[src/rtl/pe_accumulator.sv]
// Sums KERNEL_SIZE PE products per window, rescales/rounds/saturates the total and queues it in a FIFO.
// Latency: last product to out_valid is 2 edges. Input is never stalled; a result that finds the FIFO full is dropped and flagged.
module pe_accumulator #(
  parameter int PROD_WIDTH  = 16,
  parameter int KERNEL_SIZE = 9,
  parameter int ACC_WIDTH   = 20,
  parameter int OUT_WIDTH   = 8,
  parameter int SHIFT       = 8,
  parameter int FIFO_DEPTH  = 4
) (
  input  logic                  clk,
  input  logic                  rst,
  input  logic [PROD_WIDTH-1:0] acc_in,
  input  logic                  acc_in_valid,
  input  logic                  acc_clear,
  output logic [OUT_WIDTH-1:0]  out_data,
  output logic                  out_valid,
  input  logic                  out_ready,
  output logic                  overflow,
  output logic                  busy
);
  localparam int CW = $clog2(KERNEL_SIZE);
  localparam int PW = (FIFO_DEPTH > 1) ? $clog2(FIFO_DEPTH) : 1;
  localparam int SW = ACC_WIDTH + 1;
  localparam logic [SW-1:0] RND  = (SW'(1) << SHIFT) >> 1;
  localparam logic [SW-1:0] MAXV = {{(SW-OUT_WIDTH){1'b0}}, {OUT_WIDTH{1'b1}}};

  logic [CW-1:0]        count_q, count_d;
  logic [ACC_WIDTH-1:0] sum_q, sum_d, sum_plus;
  logic                 scl_vld_q, scl_vld_d;
  logic [ACC_WIDTH-1:0] scl_sum_q, scl_sum_d;
  logic                 res_vld_q;
  logic [OUT_WIDTH-1:0] res_q, res_d;
  logic [SW-1:0]        rnd_sum, shifted;

  logic [OUT_WIDTH-1:0] mem_q [FIFO_DEPTH];
  logic [PW-1:0]        wr_q, wr_d, rd_q, rd_d;
  logic [PW:0]          occ_q, occ_d, remain;
  logic [OUT_WIDTH-1:0] data_q, data_d;
  logic                 ovf_q, ovf_d;
  logic                 pop, full, push_ok;

  assign sum_plus = sum_q + ACC_WIDTH'(acc_in);

  // Clear wins over a coincident product; the last product hands the total to the scale stage.
  always_comb begin
    count_d   = count_q;
    sum_d     = sum_q;
    scl_vld_d = 1'b0;
    scl_sum_d = scl_sum_q;
    if (acc_clear) begin
      count_d = '0;
      sum_d   = '0;
    end else if (acc_in_valid) begin
      if (count_q == CW'(KERNEL_SIZE - 1)) begin
        scl_vld_d = 1'b1;
        scl_sum_d = sum_plus;
        count_d   = '0;
        sum_d     = '0;
      end else begin
        count_d = count_q + CW'(1);
        sum_d   = sum_plus;
      end
    end
  end

  assign rnd_sum = {1'b0, scl_sum_q} + RND;
  assign shifted = rnd_sum >> SHIFT;
  assign res_d   = (shifted > MAXV) ? {OUT_WIDTH{1'b1}} : shifted[OUT_WIDTH-1:0];

  assign pop     = out_valid & out_ready;
  assign full    = (occ_q == (PW+1)'(FIFO_DEPTH));
  assign push_ok = res_vld_q & (~full | pop);
  assign occ_d   = occ_q + (PW+1)'(push_ok) - (PW+1)'(pop);
  assign rd_d    = rd_q + PW'(pop);
  assign wr_d    = wr_q + PW'(push_ok);
  assign remain  = occ_q - (PW+1)'(pop);
  assign ovf_d   = ovf_q | (res_vld_q & full & ~pop);

  // Registered head: the incoming result becomes head only when no older entry survives this edge.
  always_comb begin
    data_d = '0;
    if (occ_d != '0) begin
      if (remain == '0) data_d = res_q;
      else              data_d = mem_q[rd_d];
    end
  end

  always_ff @(posedge clk or posedge rst) begin
    if (rst) begin
      count_q   <= '0;
      sum_q     <= '0;
      scl_vld_q <= 1'b0;
      scl_sum_q <= '0;
      res_vld_q <= 1'b0;
      res_q     <= '0;
      wr_q      <= '0;
      rd_q      <= '0;
      occ_q     <= '0;
      data_q    <= '0;
      ovf_q     <= 1'b0;
    end else begin
      count_q   <= count_d;
      sum_q     <= sum_d;
      scl_vld_q <= scl_vld_d;
      scl_sum_q <= scl_sum_d;
      res_vld_q <= scl_vld_q;
      if (scl_vld_q) res_q <= res_d;
      wr_q      <= wr_d;
      rd_q      <= rd_d;
      occ_q     <= occ_d;
      data_q    <= data_d;
      ovf_q     <= ovf_d;
    end
  end

  always_ff @(posedge clk) begin
    if (push_ok) mem_q[wr_q] <= res_q;
  end

  assign out_data  = data_q;
  assign out_valid = (occ_q != '0);
  assign overflow  = ovf_q;
  assign busy      = (count_q != '0) | scl_vld_q | res_vld_q;
endmodule

[config.mk]
export PLATFORM = sky130hd
export DESIGN_NAME = pe_accumulator
export DESIGN_NICKNAME = d
export VERILOG_FILES = /design/src/rtl/pe_accumulator.sv
export SDC_FILE = /design/constraint.sdc
export NUM_CORES = 1
export LEC_CHECK = 0
export CAP_MARGIN = 10
export CORE_UTILIZATION = 40
export DETAILED_ROUTE_END_ITERATION = 10
export PLACE_DENSITY = 0.66
export SKIP_LAST_GASP = 1
export SYNTH_ARGS = -nofsm -noshare
export SYNTH_HDL_FRONTEND = slang
export SYNTH_SLANG_ARGS = --single-unit
[constraint.sdc]
create_clock -name clk -period 6.75 [get_ports clk]
set_clock_uncertainty 0.1 [all_clocks]
set_input_delay 0.675 -clock clk [delete_from_list [all_inputs] [get_ports clk]]
set_output_delay 0.675 -clock clk [all_outputs]
set_load 0.02 [all_outputs]
## Word level (Yosys, flattened, before mapping)

Memories as Yosys holds them, arrays and structs flattened.
Index checks and enable logic that the tools add are counted.
W data, S select, Z words.

- Order comparisons: 1
- Multiplexer cells: 14
- Eq/ne operators: 2
- $add $sub $neg: 8
- Bitwise operators: 11
- Reductions and logical operators: 6

Operators with widths:

| operator | count |
|---|---|
| $mux W20 | 3 |
| $mux W8 | 3 |
| $add A20 B8 Y21 const B | 1 |
| $add A20 B16 Y20 | 1 |
| $gt A13 B8 Y1 const B | 1 |
| $mux W4 | 3 |
| $reduce_bool A3 Y1 | 2 |
| $sub A3 B1 Y3 | 2 |
| $mux W1 | 5 |
| $add A2 B1 Y2 | 2 |
| $add A4 B1 Y4 const B | 1 |
| $and A1 B1 Y1 | 4 |
| $eq A4 B4 Y1 const B | 1 |
| $or A1 B1 Y1 | 4 |
| $reduce_bool A4 Y1 | 1 |
| $add A3 B1 Y3 | 1 |
| $eq A3 B3 Y1 const B | 1 |
| $logic_not A3 Y1 | 1 |
| $not A1 Y1 | 3 |
| $reduce_and A3 Y1 | 1 |
| $reduce_bool A2 Y1 | 1 |

- Word-level logic and storage cells: 54
- Memories: 1
- Output and inout bits: 11
- Memory bits (writable): 32
- Register bits after elaboration: 70
- Input bits: 21

Memory list:

| name | depth | bits a word | read ports | clocked after Yosys merged registers in | wr ports | line | text |
|---|---|---|---|---|---|---|---|
| mem_q | 4 | 8 | 1 | 0 | 1 | 36 | `logic [OUT_WIDTH-1:0] mem_q [FIFO_DEPTH];` |

## Logic depth before layout (Yosys ltp)

Gate-level depths: netlist (run 1).

- Depth in word-level cells: 8
- Mapped depth: 10
- Mapped depth without buffers: 10

## Worst setup path after synthesis (run 1)

OpenSTA, ideal clock, no wires.

- Kind: reg2reg
- Start point: register occ_q[1]
- End point: register data_q[0] (netlist: out_data[0])
- Library setup time: 0.147 ns
- Period minus slack after synthesis: 2.994 ns
- Cell stages (with the launch flop): 11
- Buffers on the path: 0
- Required time: 6.503 ns
- Data arrival time: 2.747 ns
- Setup slack: 3.756 ns
- Cell sequence: dfrtp_1 > or3_1 > and2_1 > ha_1 > inv_1 > ha_1 > fa_1 > xnor2_1 > xnor2_1 > nor3_1 > nor2_1

- Word-level cells in the longest chain between the ends: 8
- Elaborated cells between the ends (all ways): 15
- Classes of those cells: add/sub: 4; eq/ne: 1; mux: 2; bitwise: 4; reduce/logical: 3; memory: 1

RTL lines:

| item | line | text |
|---|---|---|
| start: declaration | 38 | `logic [PW:0] occ_q, occ_d, remain;` |
| start signal: assignment | 99 | `occ_q <= '0;` |
| start signal: assignment | 111 | `occ_q <= occ_d;` |
| $reduce_bool A3 Y1 (*) | 122 | `assign out_valid = (occ_q != '0);` |
| named net out_valid | 17 | `output logic out_valid,` |
| $and A1 B1 Y1 (*) | 71 | `assign pop = out_valid & out_ready;` |
| $or A1 B1 Y1 | 73 | `assign push_ok = res_vld_q & (~full \| pop);` |
| $and A1 B1 Y1 | 73 |  |
| $add A3 B1 Y3 | 74 | `assign occ_d = occ_q + (PW+1)'(push_ok) - (PW+1)'(pop);` |
| $sub A3 B1 Y3 (*) | 74 |  |
| named net occ_d[2] | 38 |  |
| $reduce_bool A3 Y1 (*) | 83 | `if (occ_d != '0) begin` |
| $mux W8 (*) | 83 |  |
| named net data_d[0] | 39 | `logic [OUT_WIDTH-1:0] data_q, data_d;` |
| end signal: assignment | 112 | `data_q <= data_d;` |
| end: declaration | 39 |  |

The timed path passes the listed nets; every way through them passes the cells marked *.
A chain may end at the register's enable or synchronous reset.

## Worst setup path after layout (run 1)

- Start point: input port out_ready
- End point: register data_q[2] (netlist: out_data[2])

- Word-level cells in the longest chain between the ends: 7
- Elaborated cells between the ends (all ways): 12
- Classes of those cells: add/sub: 4; mux: 2; bitwise: 3; reduce/logical: 2; memory: 1

RTL lines:

| item | line | text |
|---|---|---|
| start: declaration | 18 | `input logic out_ready,` |
| $and A1 B1 Y1 (*) | 71 |  |
| $or A1 B1 Y1 | 73 |  |
| $and A1 B1 Y1 | 73 |  |
| $add A3 B1 Y3 | 74 |  |
| $sub A3 B1 Y3 (*) | 74 |  |
| named net occ_d[2] | 38 |  |
| $reduce_bool A3 Y1 (*) | 83 |  |
| $mux W8 (*) | 83 |  |
| named net data_d[2] | 39 |  |

Marks and branches as above.

==> results of run 1 <==
[state kept, by name, indices dropped and copies added (netlist names)]
signal     flops
scl_vld_q      1
res_vld_q      1
mem_q         32
res_q          8
sum_q         20
occ_q          3
count_q        4
scl_sum_q     13
overflow       1
out_data       8
rd_q           2
wr_q           2
[stage by stage]
step / cells / power, uW / utilization, % / setup slack (ps)
after global routing: 611 / 1800 / 47.7 / 3090
after CTS: 611 / 1740 / 47.7 / 3310
after global placement: 595 / 1160 / 44.9 / 3170
after floorplan: 423 / 1030 / - / 3760
final: 611 / 1720 / 47.7 / 3370
after detailed placement: 595 / 1170 / 44.9 / 2950
[how the worst max path moves through the flow]
stage	to	cells after the start
final	out_data[2]	11
after global routing	out_data[2]	11
after detailed placement	out_data[2]	11
after CTS	out_data[2]	11
after global placement	out_data[4]	11
after floorplan	out_data[0]	10
[worst reg2reg max path: cells and delay by family, from the launching register on]
family / cells / cell delay [ps]
buffers and inverters: 1 / 40
flip-flops: 1 / 400
XOR/XNOR: 2 / 290
adder cells (fa/ha/maj): 3 / 850
AND/OR/NAND/NOR: 4 / 1360
[synthesized netlist by cell type, types with 2 or more instances]
master    instances
dfrtp_1          63
nand2_1          49
edfxtp_1         32
nor2_1           30
ha_1             24
a21oi_1          20
inv_1            17
xnor2_1          17
o21ai_0          12
mux2i_1          10
nand3_1          10
a22o_1            9
xor2_1            9
a21oi_2           8
a31oi_1           8
mux2_2            8
mux4_2            8
and3_1            7
nor3_1            7
a21o_1            6
o21ai_1           6
clkbuf_1          5
buf_2             4
nor2b_1           4
o211ai_1          4
or3_1             4
nand2b_1          3
a211oi_2          2
a21boi_0          2
and2_1            2
and2b_1           2
fa_1              2
nand3_2           2
nor3b_1           2
nor4b_1           2
o22ai_1           2
[routing by layer]
| layer | global-route usage (%) | wire [um] | vias up | part of all wire (%) |
|---|---|---|---|---|
| li1 | - | - | 1610 | - |
| met1 | 18.9 | 4140 | 1625 | 44 |
| met3 | 3.29 | 279 | 13 | 3.0 |
| met5 | 0 | 0 | - | 0 |
| met4 | 5.33 | 131 | 0 | 1.4 |
| met2 | 29.1 | 4760 | 56 | 51 |
[placed cells by master, fill, tap and decap left out, types with 3 or more instances in the layout]
master / netlist / routed
o21ai_1: 6 / 6
xnor2_1: 17 / 17
clkdlybuf4s50_1: 0 / 31
nor2b_1: 4 / 4
mux2i_1: 10 / 10
a21oi_1: 20 / 20
or3_1: 4 / 4
xor2_1: 9 / 9
mux4_2: 8 / 8
ha_1: 24 / 24
o21ai_0: 12 / 12
and3_1: 7 / 7
clkbuf_16: 0 / 9
mux2_2: 8 / 8
a22o_1: 9 / 9
dfrtp_1: 63 / 63
inv_1: 17 / 16
o211ai_1: 4 / 4
a21o_1: 6 / 6
nand3_1: 10 / 10
nand2_1: 49 / 49
nor3_1: 7 / 7
nand2b_1: 3 / 3
edfxtp_1: 32 / 32
a21oi_2: 8 / 8
buf_4: 0 / 4
nor2_1: 30 / 29
a31oi_1: 8 / 8
[power breakdown]
group          internal [uW]  leakage (uW)  switching [uW]
clock network            330      0.000160             228
logic                    216       0.00116             270
registers                643       0.00120            28.3
[layout make-up]
type,instances,area share [%]
clock buffer,9,3.95
tap,147,3.23
sequential,95,44.5
inverter,18,1.18
timing repair buffer,35,5.97
multi-input combinational,300,39.4
clock inverter,7,1.82
[kinds of logic after synthesis]
family | count (synthesis)
and+or+nand+nor | 129
buffers and inverters | 28
muxes | 27
DFF | 95
AOI/OAI and AO/OA | 92
adders and majority gates | 26
xor gates and xnor gates | 26
==> out/metrics.yaml, run 1 <==
cells_and_area:
  fillers: 1067
  fin_nets: 506
  design_area_um2: 5700
  antenna_cells: 0
  area_delta_synth_final_pct: 16.6
  layout-drive-gt1-share_pct: 13.1
  register_area_um2: 2540
  multi_input_area_um2: 2240
hold_path:
  hp-start: "overflow"
  hold_class: "reg2reg"
  hold_end: "overflow"
  min_path_cells: 1
cts:
  clock_tree.buffer_depth: 2
  ctsHoldBuffers: 0
  cts_resized: 0
  cts.sinks: 95
  cts_tree: "built"
  htree_levels: 3
  clkTransAtPathRegs_ps: 60
  root_buffer: "clkbuf_16"
  cts_setup_buffers: 0
  cts_buffers: 9
  clk_latency_ps: 340
worst_setup_path:
  crit_required_ps: 6840
  rr_startpoint: "occ_q[1]"
  slowest_delay_ps: 640
  critPathMaxFanout: 8
  rr_worst_depth: 10
  reg2reg_to: "out_data[2]"
  end_kind: "flop"
  regToRegSetupSlack_ps: 3560
  cp_slowest_cell: "nor3_1"
  crit_type: "in2reg"
  crit_chain: "clkdlybuf4s50_1, nor4b_1, nand2b_1, ha_1, inv_1, ha_1, fa_1, xnor2_1, xnor2_1, nor3_1, nor2_1"
  startpoint: "out_ready"
  cp.arrival_ps: 3470
  cp-start-kind: "primary input"
  crit_family: "simple AND/OR/NAND/NOR gates"
  path_buf_inv: 2
logic_synthesis:
  synth_edf_count: 32
  synthArstFlopShare_pct: 66.3
  synth-simple-area-share_pct: 12.7
  synth_compound_area_share_pct: 13.7
  synth_fp_nets: 470
  muxShareOfSynthArea_pct: 7.80
  ys_top_cells_by_area: "dfrtp_1 32%, edfxtp_1 20%, ha_1 6.1%, nand2_1 3.8%, mux4_2 3.7%"
  synth_xor_area_share_pct: 4.66
  yosys_warnings: 0
  syn_inst: 423
  synthAdderAreaFrac_pct: 6.96
  synth_top_family_by_area: "compound AO/OA/AOI/OAI gates"
  synth_top_area_share_pct: 32.2
  avgSynthCellArea_um2: 11.6
  syn_area_um2: 4890
  ys_seq_area_share_pct: 51.9
  synth-seq-cells: 95
  synth_largest_area_cell: "dfrtp_1"
  synth-main-ff-cell: "dfrtp_1"
  synth_cell_type_count: 57
timing:
  period_minus_slack_ps: 3380
  tightest_slew_ps: 983
  max_freq_mhz: 295
  post-route-period-util_pct: 50.1
  max_slew_margin_pct: 34.2
  finalSetupViolCount: 0
  setup_tns_ps: 0
  finalHoldViolCount: 0
  whs_ps: 365
  grt_setup_unrepaired: "false"
  slew_viol_final: 0
pwr:
  max-vdd-ir-drop_v: 0.000149
  powerDensity_nw_per_um2: 301
  p_leak_uw: 0.00251
global_route:
  grt_pass1_wl_um: 15800
  grt_antenna_before_repair: 0
  overflow: 0
  grt_pass1_vias: 3292
  grt_use_total_pct: 16.0
  grt_max_degree: 64
floorplanning:
  fp.dieH_um: 113
  start_util_pct: 40.9
  io_pins: 32
  die_area_um2: 12700
  rows: 40
  die_w_um: 113
  core_area_um2: 12000
routing:
  drt_iter0_markers: 140
  ant_nets: 0
  routed-via-count: 3304
  wl_um: 9310
  dr.pass1.iters: 7
  routedWlPerCell_um: 15.2
  drc: 0
  via_per_inst: 5.41
placement:
  place_congestion: 0.844
  hpwl_um: 6570
  numPortBuffers: 31
  placed_area_um2: 5370
status:
  status: "complete, no violations"
flow_run:
  drv_cap: 0
(Power assumes the default switching activity.)
==> run 2, diff against run 1 <==
--- a/config.mk
+++ b/config.mk
@@ -8,7 +8,7 @@
 export CAP_MARGIN = 10
 export CORE_UTILIZATION = 40
 export DETAILED_ROUTE_END_ITERATION = 10
-export PLACE_DENSITY = 0.66
+export PLACE_DENSITY = 0.68
 export SKIP_LAST_GASP = 1
 export SYNTH_ARGS = -nofsm -noshare
 export SYNTH_HDL_FRONTEND = slang
==> constraint.sdc (replaced) <==
create_clock -name clk -period 2.8 [get_ports clk]
set_clock_uncertainty 0.1 [all_clocks]
set_input_delay 0.28 -clock clk [delete_from_list [all_inputs] [get_ports clk]]
set_output_delay 0.28 -clock clk [all_outputs]
set_load 0.02 [all_outputs]
==> out/metrics.yaml, run 2 (synthesized netlist as in run 1, its figures left out) <==
placement:
  hpwl_um: 6790  # +3.2%
  dp.cells: 611  # +2.7%
  place_congestion: 0.883  # +4.6%
  placed_area_um2: 5500  # +2.4%
  numPortBuffers: 31  # unchanged
  place_ws_ps: -167  # -3120 ps
pwr:
  powerDensity_nw_per_um2: 718  # +140%
  p_leak_uw: 0.00261  # +3.7%
  power_frac_comb_pct: 32.2  # +3.9 points
  internal_power_uw: 2930  # +150%
  max-vdd-ir-drop_v: 0.000319  # +110%
  switchingPower_uw: 1270  # +140%
  clkPwrFrac_pct: 29.6  # -2.9 points
  power_frac_seq_pct: 38.3  # -0.8 points
  swShare_pct: 30.3  # -0.37 points
timing:
  postLayoutSetupSlackWorst_ps: 130  # -3240 ps
  finalHoldViolCount: 0  # unchanged
  whs_ps: 209  # -157 ps
  slew_viol_final: 0  # unchanged
  tightest_slew_ps: 1170  # +184 ps
  max_slew_margin_pct: 21.6  # -13 points
  max_freq_mhz: 375
  post-route-period-util_pct: 95.3
  finalSetupViolCount: 0  # unchanged
  period_minus_slack_ps: 2670
worst_setup_path:
  crit_type: "reg2reg"
  cp.arrival_ps: 2800  # -670 ps
  crit_required_ps: 2930  # -3910 ps
  end_kind: "flop"
  crit_top_cell: "xnor2_2"
  cp_slowest_cell: "dfrtp_1"
  critPathMaxFanout: 8  # unchanged
  crit_chain: "or3_4, and2_4, ha_1, inv_1, ha_2, fa_2, xnor2_2, xnor2_2, nor3_2, buf_4, nor2_1"
  slowest_delay_ps: 390  # -250 ps
  cp-start-kind: "flop"
cts:
  cts.sinks: 95  # unchanged
  cts_buffers: 9  # unchanged
  cts_tree: "built"
  root_buffer: "clkbuf_16"
  ctsHoldBuffers: 0  # unchanged
  clkTransAtPathRegs_ps: 70  # about the same
  htree_levels: 3  # unchanged
  clk_latency_ps: 340  # about the same
  clock_tree.buffer_depth: 2  # unchanged
flow_run:
  drv_cap: 0  # unchanged
floorplanning:
  fp.dieH_um: 113  # unchanged
  die_w_um: 113  # unchanged
  io_pins: 32  # unchanged
  core_area_um2: 12000  # unchanged
  start_util_pct: 40.9  # unchanged
  die_area_um2: 12700  # unchanged
  rows: 40  # unchanged
cells_and_area:
  largest_register_ffs: 32  # unchanged
  antenna_cells: 0  # unchanged
  layout-drive-gt1-share_pct: 17.8  # +4.7 points
  fillers: 1058  # -0.84%
  fin_cells: 630  # +3.1%
  reg_top3: "mem_q x32, sum_q x20, scl_sum_q x13"
  largest-register: "mem_q"
  area_delta_synth_final_pct: 19.8
  fin_nets: 525  # +3.8%
  multi_input_area_um2: 2280  # +1.6%
  layout_common_cells: "63 x dfrtp_1, 49 x nand2_1, 32 x edfxtp_1, 31 x clkdlybuf4s50_1, 30 x nor2_1"
  final_common_cell: "dfrtp_1"
  design_area_um2: 5860  # +2.7%
  register_area_um2: 2540  # unchanged
routing:
  ant_nets: 0  # unchanged
  wl_um: 9100  # -2.3%
  via_per_inst: 5.32  # -1.7%
  routedWlPerCell_um: 14.4  # -5.2%
  drc: 0  # unchanged
  drt_iter0_markers: 128  # -8.6%
  routed-via-count: 3349  # +1.4%
  dr.pass1.iters: 4  # -3
global_route:
  grt_max_degree: 27  # -58%
  overflow: 0  # unchanged
  grt_use_total_pct: 15.4  # -0.65 points
  grt_antenna_before_repair: 0  # unchanged
  grt_pass1_wl_um: 15300  # -3.4%
  grt_pass1_vias: 3296  # +0.12%
hold_path:
  hold_class: "in2async"
status:
  status: "complete, no violations"
==> run 2: changes by cell type in the layout (fill, tap and decap cells not counted), sizes merged <==
cell / before / now
buf: 4 / 23
inv: 21 / 20
bufinv: 2 / 1
clkbuf: 9 / 11
==> run 2: path summary, 6_finish.rpt <==
kind,start,end,slack [ps],cells past startpoint
min in group clk,overflow,overflow,360,1
setup reg to reg,occ_q[1],out_data[1],130,11
setup / recovery,occ_q[1],out_data[1],130,11
hold reg to reg,overflow,overflow,360,1
max in group asynchronous,rst,sum_q[9],1730,3
hold / removal,rst,res_q[1],210,2
==> run 2: stage by stage <==
step | utilization (%) | power, uW | TNS (ps)
6_report | 49.0 | 4210 | 0
5_1_grt | 49.0 | 4430 | -17.3
3_3_place_gp | 46.0 | 2880 | 0
3_5_place_dp | 46.0 | 2910 | -1230
2_1_floorplan | - | 2500 | 0
4_1_cts | 48.6 | 4180 | 0
==> run 2: final cells by class <==
| class | count | share of cell area [%] |
|---|---|---|
| Sequential cell | 95 | 43.3 |
| Multi-Input combinational cell | 300 | 38.9 |
| Timing Repair Buffer | 54 | 8.24 |
| Clock buffer | 11 | 4.14 |
| Tap cell | 147 | 3.14 |
| Inverter | 18 | 1.15 |
| Clock inverter | 5 | 1.09 |
==> run 2: power by group through the flow <==
| stage | registers [uW] | logic, uW | clock network, uW |
|---|---|---|---|
| 6_report | 1610 | 1350 | 1240 |
| 3_3_place_gp | 1640 | 1240 | 0 |
| 4_1_cts | 1610 | 1290 | 1280 |
| 2_1_floorplan | 1690 | 812 | 0 |
| 5_1_grt | 1620 | 1480 | 1330 |
| 3_5_place_dp | 1640 | 1270 | 0 |
==> run 2: per-layer routing <==
layer	track usage [%]	wire (um)	vias up
met5	0	0	-
met4	7.20	204	0
met3	3.02	259	17
met2	27.6	4690	72
met1	17.6	3950	1614
li1	-	-	1646
==> run 2: critical path: cells and delay by family (launching register included) <==
kind          cells  cell delay [ps]
buf+inv           2              210
fa+ha+maj         3              830
xor+xnor          2              300
flops             1              390
simple gates      4              740
==> run 2: repair_timing <==
item,4_1_cts,5_1_grt
buffers inserted,1,2
pin swaps,0,2
resized for setup,1,5
endpoints found under the setup margin,8,8
==> run 3, diff against run 2 <==
--- a/config.mk
+++ b/config.mk
@@ -5,7 +5,6 @@
 export SDC_FILE = /design/constraint.sdc
 export NUM_CORES = 1
 export LEC_CHECK = 0
-export CAP_MARGIN = 10
 export CORE_UTILIZATION = 40
 export DETAILED_ROUTE_END_ITERATION = 10
 export PLACE_DENSITY = 0.68
@@ -13,3 +12,4 @@
 export SYNTH_ARGS = -nofsm -noshare
 export SYNTH_HDL_FRONTEND = slang
 export SYNTH_SLANG_ARGS = --single-unit
+export TNS_END_PERCENT = 20
==> results of run 3 <==
Final layout, timing and power as in run 2 (identical DEF).
